File: config.mk
export PLATFORM = sky130hd
export DESIGN_NAME = pe_rx_nic
export DESIGN_NICKNAME = d
export VERILOG_FILES = /design/src/rtl/pe_rx_nic.sv
export SDC_FILE = /design/constraint.sdc
export NUM_CORES = 1
export LEC_CHECK = 0
export CAP_MARGIN = 20
export CORE_ASPECT_RATIO = 0.5
export CORE_UTILIZATION = 54
export DETAILED_ROUTE_END_ITERATION = 8
export PLACE_DENSITY = 0.9
export SYNTH_ARGS = -nofsm -noshare
export SYNTH_HDL_FRONTEND = slang
export SYNTH_SLANG_ARGS = --single-unit
export TNS_END_PERCENT = 100
File: constraint.sdc
create_clock -name clk -period 3.53 [get_ports clk]
set_clock_uncertainty 0.15 [all_clocks]
set_input_delay 0.706 -clock clk [delete_from_list [all_inputs] [get_ports clk]]
set_output_delay 0.706 -clock clk [all_outputs]
set_load 0.1 [all_outputs]
File: src/rtl/pe_rx_nic.sv
// PE-side ejection port: header check, good packets queued to the core; PE_RX_TIMESTAMP_EN adds out_ts.
// One-cycle accept-to-out_valid latency; pero is registered and drops the cycle after the FIFO fills.
module pe_rx_nic #(
    parameter int          PACKET_SIZE = 64,
    parameter logic [15:0] NODE_ID     = 16'h0000,
    parameter int          DEPTH       = 4,
    parameter int          CNT_W       = 16
) (
    input  logic                   clk,
    input  logic                   reset,
    input  logic                   peso,
    input  logic [PACKET_SIZE-1:0] pedo,
    output logic                   pero,
    output logic                   out_valid,
    output logic [PACKET_SIZE-1:0] out_data,
    input  logic                   out_ready,
    output logic [CNT_W-1:0]       rx_cnt,
    output logic [CNT_W-1:0]       err_cnt,
    output logic                   err
`ifdef PE_RX_TIMESTAMP_EN
    ,
    output logic [31:0]            out_ts
`endif
);
    localparam int PTR_W = $clog2(DEPTH);
    localparam int CNT_FW = $clog2(DEPTH) + 1;
    localparam logic [CNT_FW-1:0] FULL = CNT_FW'(DEPTH);

    logic [PACKET_SIZE-1:0] mem_q [DEPTH];
    logic [PTR_W-1:0]       wr_ptr_q, wr_ptr_d, rd_ptr_q, rd_ptr_d;
    logic [CNT_FW-1:0]      count_q, count_d;
    logic                   pero_q, pero_d;
    logic [CNT_W-1:0]       rx_cnt_q, rx_cnt_d, err_cnt_q, err_cnt_d;
    logic                   err_q, err_d;
    logic                   xfer, hdr_ok, push, drop, pop;
`ifdef PE_RX_TIMESTAMP_EN
    logic [31:0]            ts_mem_q [DEPTH];
    logic [31:0]            ts_q, ts_d;
`endif

    always_comb begin
        xfer   = peso && pero_q;
        // Hops are shifted right at every router, so an ejected packet must carry zero hops.
        hdr_ok = (pedo[15:0] == NODE_ID) && (pedo[39:36] == 4'h0) && (pedo[35:32] == 4'h0);
        push   = xfer && hdr_ok;
        drop   = xfer && !hdr_ok;
        pop    = (count_q != '0) && out_ready;

        wr_ptr_d = push ? wr_ptr_q + PTR_W'(1) : wr_ptr_q;
        rd_ptr_d = pop ? rd_ptr_q + PTR_W'(1) : rd_ptr_q;

        count_d = count_q;
        if (push && !pop)
            count_d = count_q + CNT_FW'(1);
        else if (!push && pop)
            count_d = count_q - CNT_FW'(1);
        pero_d = (count_d < FULL);

        rx_cnt_d = rx_cnt_q;
        if (push && (rx_cnt_q != '1))
            rx_cnt_d = rx_cnt_q + CNT_W'(1);
        err_cnt_d = err_cnt_q;
        if (drop && (err_cnt_q != '1))
            err_cnt_d = err_cnt_q + CNT_W'(1);
        err_d = err_q || drop;
`ifdef PE_RX_TIMESTAMP_EN
        ts_d = ts_q + 32'd1;
`endif
    end

    always_ff @(posedge clk or posedge reset) begin
        if (reset) begin
            wr_ptr_q  <= '0;
            rd_ptr_q  <= '0;
            count_q   <= '0;
            pero_q    <= 1'b0;
            rx_cnt_q  <= '0;
            err_cnt_q <= '0;
            err_q     <= 1'b0;
`ifdef PE_RX_TIMESTAMP_EN
            ts_q      <= '0;
`endif
        end else begin
            wr_ptr_q  <= wr_ptr_d;
            rd_ptr_q  <= rd_ptr_d;
            count_q   <= count_d;
            pero_q    <= pero_d;
            rx_cnt_q  <= rx_cnt_d;
            err_cnt_q <= err_cnt_d;
            err_q     <= err_d;
`ifdef PE_RX_TIMESTAMP_EN
            ts_q      <= ts_d;
`endif
        end
    end

    // Storage needs no reset: count gates every read.
    always_ff @(posedge clk) begin
        if (push) begin
            mem_q[wr_ptr_q]    <= pedo;
`ifdef PE_RX_TIMESTAMP_EN
            ts_mem_q[wr_ptr_q] <= ts_q;
`endif
        end
    end

    assign pero      = pero_q;
    assign out_valid = (count_q != '0);
    assign out_data  = mem_q[rd_ptr_q];
    assign rx_cnt    = rx_cnt_q;
    assign err_cnt   = err_cnt_q;
    assign err       = err_q;
`ifdef PE_RX_TIMESTAMP_EN
    assign out_ts    = ts_mem_q[rd_ptr_q];
`endif
endmodule

==> summary.md <==
| Metric | Value |
|---|---|
| Routed vias | `6106` |
| Via density | `5.832` |
| FF+latch count, synth | `297` |
| MaxCap Viol Count | `0` |
| Max VDD drop | `0.6087 mV` |
| Total wire length | `25250 µm` |
| CTS sink cnt | `297` |
| Hold WC Path Type | `register to register` |
| Initial Util | `55.17%` |
| YS warnings | `0` |
| Max Freq | `0.3150 GHz` |
| Nets | `833` |
| Mux contribution to synthesized area | `12.91%` |
| Vias in the first global route | `6412` |
| Layout filler cell count | `1237` |
| Sw frac | `44.51%` |
| Combinational share of power | `44.6%` |
| Share of cells above drive strength 1 | `32.04%` |
| Ports | `167` |
| H-tree depth | `1` |
| Crit end category | `register` |
| Largest net degree at the start of global routing | `65` |
| Global Route Usage Sum | `23.98%` |
| Core area | `20550 µm²` |
| CTS resizes | `0` |
| Clock Power Share | `23.1%` |
| Critical Path Start Type | `primary input` |
| Gp weighted congestion | `0.8177` |
| TritonRoute pass-1 iters | `9` |
| Overall Power | `0.01238 W` |
| CTS tree | `built` |
| Avg Cell Area, Syn | `20.81 µm²` |
| Rows | `37` |
| Final Cycle Share | `89.93%` |
| Diodes inserted | `0` |
| Initial antenna violation count | `0` |
| Yosys top cell area share | `67.78%` |
| Clk_lat worst skew | `0.53 ns` |
| Min cycle time layout | `3.175 ns` |
| Max Buffers Root-to-Sink | `3` |
| Clock-pin slew on the worst setup and hold paths | `0.07 ns` |
| First-pass GRT wire length | `38190 µm` |
| Slew @ Worst Pin | `0.6453 ns` |
| Slew Viols, Final | `0` |
| Failing checks | `DRC` |
| Commonest non-fill, non-tap cells in the layout | `edfxtp_1 (256), buf_4 (118), clkdlybuf4s50_1 (67)` |
| Post-synthesis compound-gate area fraction | `0.4854%` |
| Dpl ws | `-0.09910 ns` |
| Die Area | `21620 µm²` |
| RSZ-0062 raised after global routing | `no` |
| Final setup viols | `0` |
| Post-synthesis sequential area ratio | `76.83%` |
| P per Cell Area | `865.3 nW/µm²` |
| Postcts setup bufs | `0` |
| DIE HEIGHT | `104.5 µm` |
| Hold Buf Count CTS | `0` |
| Synth Area in XOR/XNOR | `2.626%` |
| Simple-gate share of the synthesized area | `4.876%` |
| Slew HR | `56.93%` |
| DP HPWL | `15460 µm` |
| Area post-placement | `13450 µm²` |
| Area Overhead vs Synth | `26.15%` |
| Post-Syn Nets | `624` |
| Final hold slack | `0.3312 ns` |
| Sequential Power Share | `32.3%` |
| Largest family of logic cells by synthesized area | `multiplexers` |
| Status | `finished, violations left` |
| Worst setup margin | `0.3554 ns` |
| Leak | `5.097 nW` |
| Top area cells in the synthesized netlist | `edfxtp_1 (68%), mux4_2 (13%), dfrtp_1 (9.0%), xor2_1 (1.6%), ha_1 (1.2%)` |
| Worst Path Required | `3.78 ns` |
| Most common cell after layout, fill and taps aside | `edfxtp_1` |
| DR iter-0 viols | `473` |
| Post-route cell area | `14310 µm²` |
| Async SR Flop Fraction | `13.80%` |
| Critical Path AT | `3.42 ns` |
| Total grt overflow | `0` |
| Int Pwr | `0.006869 W` |
| Final Hold Vio Count | `0` |
| Die width | `206.9 µm` |
| Synth cell types | `37` |
| DRC | `2` |
| CTS Buf Count | `26` |
| Worst-path fanout max | `11` |
| Synthesized instance count | `545` |
| Switch Pwr | `0.005510 W` |
| Antenna viol nets, final | `0` |
| Post-Synth Adder-Cell Area | `1.214%` |
| Number of enable flip-flop cells after synthesis | `256` |
| Count of port buffers added during placement | `166` |
| Synthesized area | `11340 µm²` |
| Main synth FF type | `edfxtp_1` |
| Dominant cell type by area after synthesis | `edfxtp_1` |
| Clk root buf | `clkbuf_16` |
| Routed len/inst | `24.12 µm` |
| Worst Setup Path Type | `primary input to register` |
[Yosys cell counts (all sizes together), types with 3 or more instances]
| cell type | n |
|---|---|
| nor2 | 10 |
| ha | 11 |
| o21ai | 3 |
| nand2 | 19 |
| and2 | 4 |
| clkbuf | 6 |
| nand3 | 14 |
| edfxtp | 256 |
| nor3b | 4 |
| inv | 10 |
| nand4 | 7 |
| xor2 | 21 |
| xnor2 | 13 |
| buf | 12 |
| mux4 | 64 |
| nor4 | 15 |
| dfrtp | 41 |
| nor3 | 13 |
[area by class of cell]
type	instances	area [µm²]	share of cell area (%)
clock buffer	29	661.9	4.627
multi-input combinational	220	2517	17.60
inverter	10	37.54	0.2624
sequential	297	8718	60.94
tap	273	341.6	2.388
clock inverter	19	192.7	1.347
timing repair buffer	199	1837	12.84
[registers in the layout, summed over array words and instances (netlist names), named ones only]
signal	count
wr_ptr_q	2
count_q	2
rx_cnt	16
mem_q	256
pero	1
err	1
err_cnt	16
rd_ptr_q	2
[final timing paths]
check	from	end	slack, ns	cells after the start
setup / recovery	pedo[15]	register	0.36	9
hold / removal	err	err	0.33	1
setup reg to reg	err_cnt[0]	err_cnt[6]	1.03	7
hold reg to reg	err	err	0.33	1
max in group asynchronous	reset	rd_ptr_q[0]	2.03	3
min in group asynchronous	reset	err_cnt[13]	0.41	2
[layer usage]
metal	vias up	share of wire, %	track usage [%]
met5	-	0	0
met4	0	3.3	7.925
met3	59	6.8	4.386
met2	300	51	40.33
met1	3115	39	31.85
li1	2632	-	-
[cells by family after synthesis]
kind of cell,Yosys count
compound gates,9
simple gates,100
fa+ha+maj,11
mux,66
flops,297
xor+xnor,34
buf+inv,28
[power by group through the flow]
stage / logic, W / registers [W] / clock network, W
floorplan: 0.00413 / 0.00433 / 0
global placement: 0.00547 / 0.00407 / 0
detailed placement: 0.00550 / 0.00407 / 0
CTS: 0.00555 / 0.00400 / 0.00290
global route: 0.00565 / 0.00401 / 0.00302
finish: 0.00552 / 0.00400 / 0.00286
[metrics by stage]
stage,cells,setup TNS (ns),utilization [%]
after detailed placement,999,-7.622,65.44
final,1047,0,69.60
after CTS,1047,0,69.60
after global placement,999,0,65.44
after floorplan,545,0,-
after global routing,1047,0,69.60
[worst max-delay path: stages]
cell             delay, ns
clkdlybuf4s50_1       0.45
nor4_1                0.55
nand4_1               0.30
or3_4                 0.46
buf_4                 0.18
ha_1                  0.24
nor3b_1               0.15
o31ai_1               0.26
o31ai_1               0.12
Note: power is estimated with default switching activity, not from simulation.
